`config.mk`:
```
export PLATFORM = sky130hd
export DESIGN_NAME = noc_input_port_buffer_flat
export DESIGN_NICKNAME = d
export VERILOG_FILES = /design/src/rtl/noc_input_port_buffer_if.sv /design/src/rtl/noc_input_port_buffer.sv /design/src/flat_wrapper.sv
export SDC_FILE = /design/constraint.sdc
export NUM_CORES = 1
export LEC_CHECK = 0
export BUFFER_PORTS_ARGS = -buffer_cell sky130_fd_sc_hd__buf_2
export CAP_MARGIN = 10
export CORE_MARGIN = 4
export CORE_UTILIZATION = 60
export CTS_BUF_LIST = sky130_fd_sc_hd__clkbuf_4 sky130_fd_sc_hd__clkbuf_8
export DETAILED_ROUTE_END_ITERATION = 16
export GPL_TIMING_DRIVEN = 0
export PLACE_DENSITY_LB_ADDON = 0.2
export SLEW_MARGIN = 40
export SYNTH_ARGS = -nofsm -noshare
export SYNTH_HDL_FRONTEND = slang
export SYNTH_SLANG_ARGS = --single-unit
export TNS_END_PERCENT = 30
```
`constraint.sdc`:
```
create_clock -name clk -period 5.5 [get_ports clk]
set_clock_uncertainty 0.15 [all_clocks]
set_input_delay 0.825 -clock clk [delete_from_list [all_inputs] [get_ports clk]]
set_output_delay 0.825 -clock clk [all_outputs]
set_load 0.01 [all_outputs]
```
`src/rtl/noc_input_port_buffer_if.sv`:
```
// Handshake/bus bundle between the NoC input port buffer and its neighbours.
interface noc_input_port_buffer_if #(
    parameter int unsigned FLIT_W  = 32,
    parameter int unsigned DEPTH   = 4,
    parameter int unsigned COORD_W = 4
);
    logic [FLIT_W-1:0]        in_flit;
    logic [1:0]               in_type;
    logic                     in_valid;
    logic                     in_ready;
    logic [COORD_W-1:0]       rc_dest_x;
    logic [COORD_W-1:0]       rc_dest_y;
    logic [2:0]               rc_port;
    logic [FLIT_W-1:0]        out_flit;
    logic [1:0]               out_type;
    logic                     out_valid;
    logic [2:0]               out_port;
    logic                     sa_grant;
    logic                     err_drop;
    logic [$clog2(DEPTH):0]   occupancy;

    // Environment side: upstream link, route compute and switch allocator.
    modport master (
        output in_flit, in_type, in_valid, rc_port, sa_grant,
        input  in_ready, rc_dest_x, rc_dest_y, out_flit, out_type,
               out_valid, out_port, err_drop, occupancy
    );

    // Buffer side.
    modport slave (
        input  in_flit, in_type, in_valid, rc_port, sa_grant,
        output in_ready, rc_dest_x, rc_dest_y, out_flit, out_type,
               out_valid, out_port, err_drop, occupancy
    );
endinterface

```
`src/rtl/noc_input_port_buffer.sv`:
```
// NoC router input port: flit FIFO, per-packet route latch, and streaming
// toward the switch allocator. Malformed traffic is discarded with err_drop.
module noc_input_port_buffer #(
    parameter int unsigned FLIT_W    = 32,
    parameter int unsigned DEPTH     = 4,
    parameter int unsigned COORD_W   = 4,
    parameter int unsigned NUM_PORTS = 5
) (
    input  logic                   clk,
    input  logic                   rst,
    noc_input_port_buffer_if.slave bus
);
    localparam int unsigned PTR_W = $clog2(DEPTH);
    localparam int unsigned CNT_W = PTR_W + 1;

    typedef enum logic [1:0] {
        ST_IDLE,
        ST_ROUTE,
        ST_ACTIVE,
        ST_DROP
    } state_t;

    logic [FLIT_W-1:0] mem_flit_q [DEPTH];
    logic [1:0]        mem_type_q [DEPTH];

    logic [PTR_W-1:0]  rd_ptr_q, rd_ptr_d;
    logic [PTR_W-1:0]  wr_ptr_q, wr_ptr_d;
    logic [CNT_W-1:0]  count_q, count_d;
    state_t            state_q, state_d;
    logic [2:0]        out_port_q, out_port_d;
    logic              in_ready_q, in_ready_d;
    logic              out_valid_q, out_valid_d;
    logic              err_drop_q, err_drop_d;

    logic              push;
    logic              pop;
    logic [FLIT_W-1:0] front_flit;
    logic [1:0]        front_type;
    logic              front_is_head;
    logic              front_is_tail;
    logic              fifo_empty;
    logic              rc_legal;

    // Show-ahead view of the FIFO front entry.
    assign front_flit    = mem_flit_q[rd_ptr_q];
    assign front_type    = mem_type_q[rd_ptr_q];
    assign front_is_head = front_type[0];
    assign front_is_tail = front_type[1];
    assign fifo_empty    = (count_q == '0);
    assign rc_legal      = (32'(bus.rc_port) < NUM_PORTS);

    // Next-state, FIFO pointer and handshake computation.
    always_comb begin
        state_d    = state_q;
        rd_ptr_d   = rd_ptr_q;
        wr_ptr_d   = wr_ptr_q;
        out_port_d = out_port_q;
        err_drop_d = 1'b0;
        pop        = 1'b0;
        push       = bus.in_valid & in_ready_q;

        case (state_q)
            ST_IDLE: begin
                if (!fifo_empty) begin
                    if (front_is_head) begin
                        state_d = ST_ROUTE;
                    end else begin
                        // orphan body/tail flit
                        pop        = 1'b1;
                        err_drop_d = 1'b1;
                    end
                end
            end
            ST_ROUTE: begin
                if (rc_legal) begin
                    out_port_d = bus.rc_port;
                    state_d    = ST_ACTIVE;
                end else begin
                    state_d = ST_DROP;
                end
            end
            ST_ACTIVE: begin
                if (out_valid_q && bus.sa_grant) begin
                    pop = 1'b1;
                    if (front_is_tail) begin
                        state_d = ST_IDLE;
                    end
                end
            end
            ST_DROP: begin
                if (!fifo_empty) begin
                    pop        = 1'b1;
                    err_drop_d = 1'b1;
                    if (front_is_tail) begin
                        state_d = ST_IDLE;
                    end
                end
            end
            default: state_d = ST_IDLE;
        endcase

        if (push) begin
            wr_ptr_d = wr_ptr_q + PTR_W'(1);
        end
        if (pop) begin
            rd_ptr_d = rd_ptr_q + PTR_W'(1);
        end
        count_d     = count_q + CNT_W'(push) - CNT_W'(pop);
        // Registered handshakes track the post-edge count and state.
        in_ready_d  = (count_d != CNT_W'(DEPTH));
        out_valid_d = (state_d == ST_ACTIVE) && (count_d != '0);
    end

    // Control state register with asynchronous reset.
    always_ff @(posedge clk or posedge rst) begin
        if (rst) begin
            state_q     <= ST_IDLE;
            rd_ptr_q    <= '0;
            wr_ptr_q    <= '0;
            count_q     <= '0;
            out_port_q  <= '0;
            in_ready_q  <= 1'b0;
            out_valid_q <= 1'b0;
            err_drop_q  <= 1'b0;
        end else begin
            state_q     <= state_d;
            rd_ptr_q    <= rd_ptr_d;
            wr_ptr_q    <= wr_ptr_d;
            count_q     <= count_d;
            out_port_q  <= out_port_d;
            in_ready_q  <= in_ready_d;
            out_valid_q <= out_valid_d;
            err_drop_q  <= err_drop_d;
        end
    end

    // FIFO storage; contents need no reset since count gates visibility.
    always_ff @(posedge clk) begin
        if (push) begin
            mem_flit_q[wr_ptr_q] <= bus.in_flit;
            mem_type_q[wr_ptr_q] <= bus.in_type;
        end
    end

    assign bus.in_ready  = in_ready_q;
    assign bus.rc_dest_x = front_flit[COORD_W-1:0];
    assign bus.rc_dest_y = front_flit[2*COORD_W-1:COORD_W];
    assign bus.out_flit  = front_flit;
    assign bus.out_type  = front_type;
    assign bus.out_valid = out_valid_q;
    assign bus.out_port  = out_port_q;
    assign bus.err_drop  = err_drop_q;
    assign bus.occupancy = count_q;

endmodule

```
`src/flat_wrapper.sv`:
```
// flat-port wrapper written by rule: the top's interface ports become plain ports
module noc_input_port_buffer_flat 
#(
    parameter int unsigned FLIT_W    = 32,
    parameter int unsigned DEPTH     = 4,
    parameter int unsigned COORD_W   = 4,
    parameter int unsigned NUM_PORTS = 5
)
  (clk, rst, bus_in_flit, bus_in_type, bus_in_valid, bus_rc_port, bus_sa_grant, bus_in_ready, bus_rc_dest_x, bus_rc_dest_y, bus_out_flit, bus_out_type, bus_out_valid, bus_out_port, bus_err_drop, bus_occupancy);
  noc_input_port_buffer_if #(.FLIT_W(FLIT_W), .DEPTH(DEPTH), .COORD_W(COORD_W)) bus_i ();
  input  logic clk;
  input  logic rst;
  input wire logic [$bits(bus_i.in_flit)-1:0] bus_in_flit;
  input wire logic [$bits(bus_i.in_type)-1:0] bus_in_type;
  input wire logic [$bits(bus_i.in_valid)-1:0] bus_in_valid;
  input wire logic [$bits(bus_i.rc_port)-1:0] bus_rc_port;
  input wire logic [$bits(bus_i.sa_grant)-1:0] bus_sa_grant;
  output wire logic [$bits(bus_i.in_ready)-1:0] bus_in_ready;
  output wire logic [$bits(bus_i.rc_dest_x)-1:0] bus_rc_dest_x;
  output wire logic [$bits(bus_i.rc_dest_y)-1:0] bus_rc_dest_y;
  output wire logic [$bits(bus_i.out_flit)-1:0] bus_out_flit;
  output wire logic [$bits(bus_i.out_type)-1:0] bus_out_type;
  output wire logic [$bits(bus_i.out_valid)-1:0] bus_out_valid;
  output wire logic [$bits(bus_i.out_port)-1:0] bus_out_port;
  output wire logic [$bits(bus_i.err_drop)-1:0] bus_err_drop;
  output wire logic [$bits(bus_i.occupancy)-1:0] bus_occupancy;
  assign bus_i.in_flit = bus_in_flit;
  assign bus_i.in_type = bus_in_type;
  assign bus_i.in_valid = bus_in_valid;
  assign bus_i.rc_port = bus_rc_port;
  assign bus_i.sa_grant = bus_sa_grant;
  assign bus_in_ready = bus_i.in_ready;
  assign bus_rc_dest_x = bus_i.rc_dest_x;
  assign bus_rc_dest_y = bus_i.rc_dest_y;
  assign bus_out_flit = bus_i.out_flit;
  assign bus_out_type = bus_i.out_type;
  assign bus_out_valid = bus_i.out_valid;
  assign bus_out_port = bus_i.out_port;
  assign bus_err_drop = bus_i.err_drop;
  assign bus_occupancy = bus_i.occupancy;
  noc_input_port_buffer #(.FLIT_W(FLIT_W), .DEPTH(DEPTH), .COORD_W(COORD_W), .NUM_PORTS(NUM_PORTS)) u_core (.clk(clk), .rst(rst), .bus(bus_i));
endmodule
```
==> results.ini, run 1 <==
[die]
die_h_um=107
start_util_pct=62.5
ios=92
die_x_um=107
dieArea_um2=11400
num_rows=35
core-area_um2=9370

[setup_path]
arrival_ps=3610
critPathCaptureType=flip-flop
r2r_setup_slack_ps=2050
criticalPathCategory=flip-flop to flip-flop
reg2reg_from=u_core.rd_ptr_q[1]
r2r-end=u_core.bus.out_valid
path_max_fanout=8
startpoint_type=flip-flop
crit_end=u_core.bus.out_valid
worst_r2r_path_depth=13
worstPathRequired_ps=5660
critPathLaunch=u_core.rd_ptr_q[1]

[synth]
syn_nets=333
synth_warnings=0
synth_ff_type=edfxtp_1
async_flop_share_pct=9.93
avgSynthCellArea_um2=20.9
ys_top_cells_by_area=edfxtp_1, mux4_2, dfrtp_1
synth_top_area_cell=edfxtp_1
yosysTopAreaCellShare_pct=69.7
syn_inst=280
ys_ff_latch=151
ys_seq_area_share_pct=76.1
synth_area_um2=5860
synth-edff-count=136
synth_cell_types=34

[drt]
drt-initial-drc-count=135
topRoutingLayerUsed=met5
detail_route.vias_per_cell=5.53
dr.pass1.iters=4
routedWlPerCell_um=18.9
drcViolationCount=0
met1_length_mm=4.16
routed_wl_mm=10.1
dr_total_vias=2939
antenna_left=0
met3_length_um=620
wl_met2_mm=5.16

[clock_tree]
clkLatencyLatePin_ps=420
cts_resized=0
cts_sinks=151
cts_buffer_depth=2
cts_max_level=4
cts_tree=built
numCtsBuffers=17
holdBufCountCts=0
postCtsSetupBuffers=0
ctsRootBufferMaster=clkbuf_8
clk_pin_slew_ps=80

[layout]
seq_area_um2=4460
drive_gt1_share_pct=43.3
finalNetCount=443
fillers=591
layout_commonest_cell=edfxtp_1
multi_input_area_um2=1270
layout_common_cells=edfxtp_1, buf_2, mux4_2, clkbuf_8, dfrtp_1
diodes=0
area_growth_pct=17.9

[place]
io_buffer_count=91
dpl.hpwl_mm=6.44
routabilityCongestion=0.766

[global_route]
grt_pass1_wl_mm=16.7
gr-total-overflow=0
track_usage_pct=19.7
first_global_vias=3233
antenna_found_initial=1
grt_max_degree=35

[sta]
final.period_utilization_pct=62.7
timing.final.hold_violations=0
grt_setup_unrepaired=false
holdWs_ps=316
tns_ps=0
fmax_mhz=290
worstMarginPinSlew_ps=695
relSlewSlack_pct=53.7
finalMaxSlewViolations=0
finalSetupViolations=0
fin_crit_ps=3450

[run_status]
status=finished clean

[power]
ir_drop_mv=0.392
p_per_area_nw_per_um2=544
p_leak_uw=0.00253

[flow_run]
drv_cap=0

[min_path]
min_path_type=primary input to asynchronous set/reset pin

cell type report:
class                   count  area share (%)
flip-flops and latches    151            64.6
multi-input cells          98            18.4
repair buffers             91            6.60
clock buffers              17            3.39
clock inverters            14            2.54
well taps                 129            2.34
plain buffers              17            1.43
inverters                  14           0.761
per-stage QoR:
step | area (µm²) | instances | worst slack [ps] | utilization (%) | total power (µW)
6_report | 6900 | 531 | 2050 | 73.7 | 3750
5_1_grt | 6900 | 531 | 1790 | 73.7 | 3980
4_1_cts | 6900 | 531 | 2010 | 73.7 | 3800
3_5_place_dp | 6490 | 500 | 2020 | 69.3 | 2950
3_3_place_gp | 6470 | 500 | 2110 | 69.1 | 2900
2_1_floorplan | 5860 | 280 | 2460 | - | 2490
cells by family after synthesis:
logic type               Yosys count  synth area share, %
AO/OA/AOI/OAI                     18                 2.29
AND/OR/NAND/NOR                   29                 2.46
adder cells (fa/ha/maj)           12                 2.69
buffers and inverters             31                 2.58
flip-flops                       151                 76.1
multiplexers                      35                 13.3
XOR/XNOR                           4                0.598
cell usage after synthesis (2+ instances only):
library cell,n
a21oi_1,3
a31oi_1,5
and3_1,5
buf_2,4
buf_4,8
clkbuf_1,4
dfrtp_1,15
edfxtp_1,136
ha_1,11
inv_1,14
mux4_2,34
nand2_1,8
nor2_1,8
nor2b_1,2
xnor2_1,4
how the worst min path moves through the flow:
stage                                          to  slack [ps]
after floorplan                u_core.wr_ptr_q[0]         350
after detailed placement   u_core.bus.out_port[2]         340
after CTS                     u_core.bus.in_ready         290
after global placement     u_core.bus.out_port[2]         330
after global routing      u_core.bus.occupancy[2]         350
final                         u_core.bus.in_ready         320
critical path, stage by stage (launching register included):
cell       delay, ps
dfrtp_1          320
clkbuf_1         360
mux4_2           420
o21bai_1         290
a21oi_1          110
nor2_1           100
ha_1             130
inv_1             40
ha_1             180
fa_1             390
xnor2_1          150
xnor2_1          240
nor3_1           110
a2111oi_2        340
layer usage:
metal  vias to the layer above  GRT usage [%]
li1                       1336              -
met1                      1504           25.4
met2                        89           32.6
met3                         8           6.02
met4                         2           5.84
met5                         -              0
state kept, by name (all words and copies together), names as in the netlist:
signal,cells
u_core.mem_flit_q,128
u_core.mem_type_q,8
u_core.bus.occupancy,3
u_core.bus.out_port,3
u_core.rd_ptr_q,2
u_core.state_q,2
u_core.wr_ptr_q,2
u_core.bus.err_drop,1
u_core.bus.in_ready,1
u_core.bus.out_valid,1
power breakdown:
group / total [µW] / switching [µW] / internal (µW)
combinational: 1310 / 707 / 607
sequential: 1580 / 74.2 / 1510
clock: 855 / 404 / 451
total: 3750 / 1190 / 2570
(Power assumes the default switching activity.)
==> run 2: changes to the inputs <==
- CORE_UTILIZATION: 60 -> 53
- clock period: 5.5 -> 3.09 ns (I/O delays scaled with it)
==> results.ini, run 2 (same netlist as run 1, synthesis figures left out) <==
[clock_tree]
cts_buffer_depth=2  ; unchanged
cts_max_level=4  ; unchanged
clk_pin_slew_ps=80  ; about the same
numCtsBuffers=17  ; unchanged
clkLatencyLatePin_ps=440  ; was 420 ps
cts_sinks=151  ; unchanged
cts_tree=built  ; unchanged
ctsRootBufferMaster=clkbuf_8  ; unchanged

[sta]
finalSetupViolations=0  ; unchanged
fmax_mhz=334  ; was 290 MHz
final.period_utilization_pct=97.0  ; was 62.7%
worstMarginPinSlew_ps=651  ; was 695 ps
timing.final.hold_violations=0  ; unchanged
fin_crit_ps=3000  ; was 3450 ps
finalMaxSlewViolations=0  ; unchanged
relSlewSlack_pct=56.6  ; was 53.7%
grt_setup_unrepaired=true  ; was false

[setup_path]
crit_path_frequent_cell=xnor2_2
cpLargestDelayFamily=adder cells  ; was compound AO/OA/AOI/OAI gates
critical-path-max-stage-delay_ps=570  ; was 420 ps
arrival_ps=3180  ; was 3610 ps
critPathCaptureType=flip-flop  ; unchanged
startpoint_type=flip-flop  ; unchanged
criticalPathCategory=flip-flop to flip-flop  ; unchanged
path_cells=mux4_2 -> o21bai_4 -> a21oi_2 -> nor2_1 -> ha_1 -> inv_1 -> ha_2 -> fa_2 -> xnor2_2 -> xnor2_2 -> nor3_1 -> a2111oi_2  ; was clkbuf_1 -> mux4_2 -> o21bai_1 -> a21oi_1 -> nor2_1 -> ha_1 -> inv_1 -> ha_1 -> fa_1 -> xnor2_1 -> xnor2_1 -> nor3_1 -> a2111oi_2
path_max_fanout=3  ; was 8
cp_slowest_cell=mux4_2  ; unchanged
path_buf_inv=1  ; was 2
worstPathRequired_ps=3270  ; was 5660 ps

[die]
ios=92  ; unchanged
start_util_pct=54.0  ; was 62.5%
core-area_um2=10800  ; was 9370 µm²
die_h_um=113  ; was 107 µm
dieArea_um2=12800  ; was 11400 µm²
num_rows=38  ; was 35
die_x_um=113  ; was 107 µm

[layout]
layout_common_cells=edfxtp_1, buf_2, mux4_2, clkbuf_8, buf_4  ; was edfxtp_1, buf_2, mux4_2, clkbuf_8, dfrtp_1
layout_commonest_cell=edfxtp_1  ; unchanged
area_growth_pct=20.0  ; was 17.9%
finalNetCount=449  ; was 443
utilization_pct=64.8  ; was 73.7%
drive_gt1_share_pct=46.2  ; was 43.3%
reg_top3=u_core.mem_flit_q: 128 flops, u_core.mem_type_q: 8 flops  ; unchanged
largest_reg_flops=128  ; unchanged
regMostFlops=u_core.mem_flit_q  ; unchanged
layoutNonFillerInstCount=550  ; was 531

[min_path]
min_path_type=primary input to flip-flop  ; was primary input to asynchronous set/reset pin

[flow_run]
drv_cap=0  ; unchanged

[run_status]
status=finished clean  ; unchanged

[place]
routabilityCongestion=0.804  ; was 0.766
io_buffer_count=91  ; unchanged
dp_cells=511  ; was 500
dpl.hpwl_mm=6.24  ; was 6.44 mm

[power]
ir_drop_mv=0.455  ; was 0.392 mV
p_per_area_nw_per_um2=991  ; was 544 nW/µm²
power.total_uw=6970  ; was 3750 µW
p_leak_uw=0.00259  ; was 0.00253 µW

[drt]
drt-initial-drc-count=120  ; was 135
detail_route.vias_per_cell=5.33  ; was 5.53
routedWlPerCell_um=18.5  ; was 18.9 µm
drcViolationCount=0  ; unchanged
routed_wl_mm=10.2  ; was 10.1 mm
antenna_left=0  ; unchanged
dr.pass1.iters=4  ; unchanged
dr_total_vias=2932  ; was 2939

[global_route]
track_usage_pct=17.3  ; was 19.7%
grt_pass1_wl_mm=16.3  ; was 16.7 mm
first_global_vias=3084  ; was 3233
gr-total-overflow=0  ; unchanged
grt_max_degree=35  ; unchanged
antenna_found_initial=1  ; unchanged

run 2: power breakdown:
part / internal (µW) / leakage (µW) / switching [µW] / total (µW)
clock: 879 / 0.000203 / 704 / 1580
combinational: 1240 / 0.000960 / 1310 / 2550
sequential: 2690 / 0.00142 / 145 / 2830
total: 4810 / 0.00259 / 2160 / 6970
run 2: cell type report:
| type | instances | area [µm²] |
|---|---|---|
| Sequential cell | 151 | 4460 |
| Fill cell | 764 | 3810 |
| Multi-Input combinational cell | 98 | 1310 |
| Timing Repair Buffer | 98 | 510 |
| Clock buffer | 18 | 241 |
| Clock inverter | 14 | 181 |
| Tap cell | 140 | 175 |
| Buffer | 16 | 100 |
| Inverter | 14 | 52.6 |
| Antenna cell | 1 | 2.50 |
run 2: path summary, 6_finish.rpt:
| path | cells after the start | slack [ps] | end | from |
|---|---|---|---|---|
| max in group asynchronous | 3 | 1860 | u_core.rd_ptr_q[1] | rst |
| min in group asynchronous | 3 | 490 | u_core.bus.occupancy[2] | rst |
| setup / recovery | 12 | 90 | u_core.bus.out_valid | u_core.rd_ptr_q[0] |
| hold / removal | 1 | 80 | u_core.mem_flit_q[1][15] | bus_in_flit[15] |
| hold reg to reg | 2 | 370 | u_core.bus.out_port[2] | u_core.bus.out_port[2] |
| setup reg to reg | 12 | 90 | u_core.bus.out_valid | u_core.rd_ptr_q[0] |
run 2: stage by stage:
step           area (µm²)  hold slack, ps  TNS (ps)  setup slack, ps
3_5_place_dp         6510             359      -405             -394
4_1_cts              7000            44.8         0             48.5
3_3_place_gp         6490             337      -353             -353
5_1_grt              7030            48.1     -34.0            -34.0
6_report             7030            76.9         0             91.7
2_1_floorplan        5860             215         0             47.1
run 2: per-layer routing:
| metal | global-route usage [%] | vias up | wire (µm) |
|---|---|---|---|
| li1 | - | 1350 | - |
| met1 | 22.3 | 1485 | 4210 |
| met2 | 27.1 | 84 | 5230 |
| met3 | 5.51 | 13 | 540 |
| met4 | 8.01 | 0 | 186 |
| met5 | 0 | - | 0 |
run 2: timing repair:
action | 4_1_cts | 5_1_grt
resized for setup | 4 | 7
endpoints found under the hold margin | 15 | 0
pin swaps | 3 | 7
setup endpoints to repair | 6 | 6
hold buffers | 1 | 0
setup buffers | 6 | 1
==> run 3: changes to the inputs <==
- CORE_UTILIZATION: 53 -> 58
- clock period: 3.09 -> 2.8 ns (I/O delays scaled with it)
==> results.ini, run 3 (same netlist as run 1, synthesis figures left out) <==
[run_status]
status=complete, but fails checks  ; was finished clean
violations=setup timing

[setup_path]
critPathLaunch=u_core.rd_ptr_q[0]  ; unchanged
worst_r2r_path_depth=12  ; unchanged
cp_slowest_cell=mux4_2  ; unchanged
path_cells=mux4_2 -> o21bai_4 -> a21oi_2 -> nor2_1 -> ha_1 -> inv_1 -> ha_2 -> fa_2 -> xnor2_2 -> xnor2_2 -> nor3_2 -> a2111oi_2  ; was mux4_2 -> o21bai_4 -> a21oi_2 -> nor2_1 -> ha_1 -> inv_1 -> ha_2 -> fa_2 -> xnor2_2 -> xnor2_2 -> nor3_1 -> a2111oi_2
worst-path-stages=12  ; unchanged
criticalPathCategory=flip-flop to flip-flop  ; unchanged
critical-path-max-stage-delay_ps=550  ; was 570 ps
r2r-end=u_core.bus.out_valid  ; unchanged
arrival_ps=3030  ; was 3180 ps
crit_end=u_core.bus.out_valid  ; unchanged
worstPathRequired_ps=2970  ; was 3270 ps
startpoint_type=flip-flop  ; unchanged
reg2reg_from=u_core.rd_ptr_q[0]  ; unchanged
crit_path_frequent_cell=xnor2_2  ; unchanged
path_buf_inv=1  ; unchanged
critPathCaptureType=flip-flop  ; unchanged
cpLargestDelayFamily=adder cells  ; unchanged
path_max_fanout=2  ; was 3
r2r_setup_slack_ps=-60  ; was 90 ps

[sta]
worstMarginPinSlew_ps=673  ; was 651 ps
final.period_utilization_pct=102  ; was 97.0%
grt_setup_unrepaired=true  ; unchanged
relSlewSlack_pct=55.2  ; was 56.6%
timing.final.hold_violations=0  ; unchanged
fin_crit_ps=2860  ; was 3000 ps
finalSetupViolations=1  ; was 0
fmax_mhz=350  ; was 334 MHz
finalMaxSlewViolations=0  ; unchanged
fin_ws_ps=-58.4  ; was 91.7 ps

[power]
power_frac_clock_pct=21.8  ; was 22.7%
comb_power_share_pct=37.5  ; was 36.6%
p_per_area_nw_per_um2=1090  ; was 991 nW/µm²
p_sw_share_pct=31.3  ; was 31.0%
p_int_uw=5240  ; was 4810 µW
switching_power_uw=2390  ; was 2160 µW
ir_drop_mv=0.665  ; was 0.455 mV
p_leak_uw=0.00260  ; was 0.00259 µW
seqPwrFrac_pct=40.7  ; about the same

[layout]
finalNetCount=451  ; was 449
layout_common_cells=edfxtp_1, buf_2, mux4_2, buf_4, clkbuf_8  ; was edfxtp_1, buf_2, mux4_2, clkbuf_8, buf_4
layoutNonFillerInstCount=543  ; was 550
drive_gt1_share_pct=47.6  ; was 46.2%
reg_top3=u_core.mem_flit_q: 128 flops, u_core.mem_type_q: 8 flops  ; unchanged
regMostFlops=u_core.mem_flit_q  ; unchanged
layout_commonest_cell=edfxtp_1  ; unchanged
postLayoutCellArea_um2=7030  ; unchanged
fillers=653  ; was 764
diodes=0  ; was 1
area_growth_pct=20.0  ; unchanged
utilization_pct=71.6  ; was 64.8%
largest_reg_flops=128  ; unchanged

[min_path]
min_path_type=primary input to flip-flop  ; unchanged
hold_start=bus_in_flit[21]  ; was bus_in_flit[15]
hold_depth=1  ; unchanged

[global_route]
grt_busiest_layer=met2  ; unchanged
track_usage_pct=18.9  ; was 17.3%
met1_usage_pct=24.8  ; was 22.3%
grtUsageMet2_pct=30.4  ; was 27.1%
gr-total-overflow=0  ; unchanged
first_global_vias=3090  ; was 3084
grtUsageMet3_pct=6.21  ; was 5.51%
grt_pass1_wl_mm=16.1  ; was 16.3 mm
grt_max_degree=35  ; unchanged
antenna_found_initial=0  ; was 1

[drt]
drt-initial-drc-count=161  ; was 120
routed_wl_mm=10.0  ; was 10.2 mm
routedWlPerCell_um=18.4  ; was 18.5 µm
antenna_left=0  ; unchanged
drcViolationCount=0  ; unchanged
dr.pass1.iters=4  ; unchanged
dr_total_vias=2989  ; was 2932
detail_route.vias_per_cell=5.50  ; was 5.33

[place]
place_area_um2=6530  ; was 6510 µm²
routabilityCongestion=0.782  ; was 0.804
place_ws_ps=-317  ; was -394 ps
dp_cells=504  ; was 511
io_buffer_count=91  ; unchanged
dpl.hpwl_mm=6.23  ; was 6.24 mm

[die]
start_util_pct=59.7  ; was 54.0%
core-area_um2=9820  ; was 10800 µm²
num_rows=36  ; was 38
die_h_um=109  ; was 113 µm
dieArea_um2=11800  ; was 12800 µm²
ios=92  ; unchanged
die_x_um=109  ; was 113 µm

[clock_tree]
ctsRootBufferMaster=clkbuf_8  ; unchanged
cts_tree=built  ; unchanged
cts_sinks=151  ; unchanged
cts_max_level=4  ; unchanged
clk_pin_slew_ps=80  ; about the same
numCtsBuffers=17  ; unchanged
cts_buffer_depth=2  ; unchanged
clkLatencyLatePin_ps=430  ; was 440 ps

[flow_run]
drv_cap=0  ; unchanged

## run 3: cell count changes in the layout (fill, tap and decap cells not counted), sizes merged
cell,change
buf,+2
diode,-1
clkbuf,+1
clkinvlp,-1
bufinv,-1
## run 3: how the worst min path moves through the flow
stage / end / slack (ps)
floorplan: u_core.bus.err_drop / 170
global placement: u_core.bus.out_port[2] / 340
detailed placement: u_core.bus.out_port[2] / 350
CTS: u_core.mem_flit_q[0][21] / 20
global route: u_core.mem_flit_q[2][27] / 30
finish: u_core.mem_flit_q[1][21] / 50
## run 3: metal layers
metal	vias to the layer above	share of wire [%]
met5	-	0
li1	1354	-
met3	11	6.6
met4	0	1.0
met1	1525	41
met2	99	52
## run 3: final cells by class
cell class,count,area [µm²],area share [%]
plain buffers,16,113,1.60
multi-input cells,98,1310,18.6
well taps,133,166,2.37
clock buffers,19,249,3.54
flip-flops and latches,151,4460,63.4
clock inverters,12,154,2.19
repair buffers,100,526,7.48
inverters,14,52.6,0.748
## run 3: worst reg2reg max path, delay by kind of cell (launching register included)
kind / cells / cell delay, ps
flops: 1 / 390
xor+xnor: 2 / 320
fa+ha+maj: 3 / 660
buf+inv: 1 / 50
mux: 1 / 550
compound gates: 3 / 440
simple gates: 2 / 200
## run 3: per-stage QoR
| step | hold WS, ps | setup TNS [ps] | power, µW |
|---|---|---|---|
| 6_report | 48.4 | -58.4 | 7630 |
| 5_1_grt | 27.3 | -262 | 8080 |
| 4_1_cts | 23.7 | -60.1 | 7640 |
| 3_5_place_dp | 351 | -387 | 5830 |
| 3_3_place_gp | 336 | -366 | 5770 |
| 2_1_floorplan | 171 | -98.6 | 4940 |
## run 3: power groups by stage
stage	Sequential, µW	Clock (µW)	Combinational, µW
floorplan	3150	0	1790
global placement	3150	0	2620
detailed placement	3160	0	2670
CTS	3110	1700	2830
global route	3150	1800	3130
finish	3110	1660	2860
## run 3: timing repair
| action | CTS | global route |
|---|---|---|
| endpoints found under the hold margin | 15 | 0 |
| setup buffers | 4 | 5 |
| hold buffers | 1 | 0 |
| pin swaps | 6 | 0 |
| setup endpoints to repair | 36 | 20 |
| gates resized for setup | 8 | 6 |
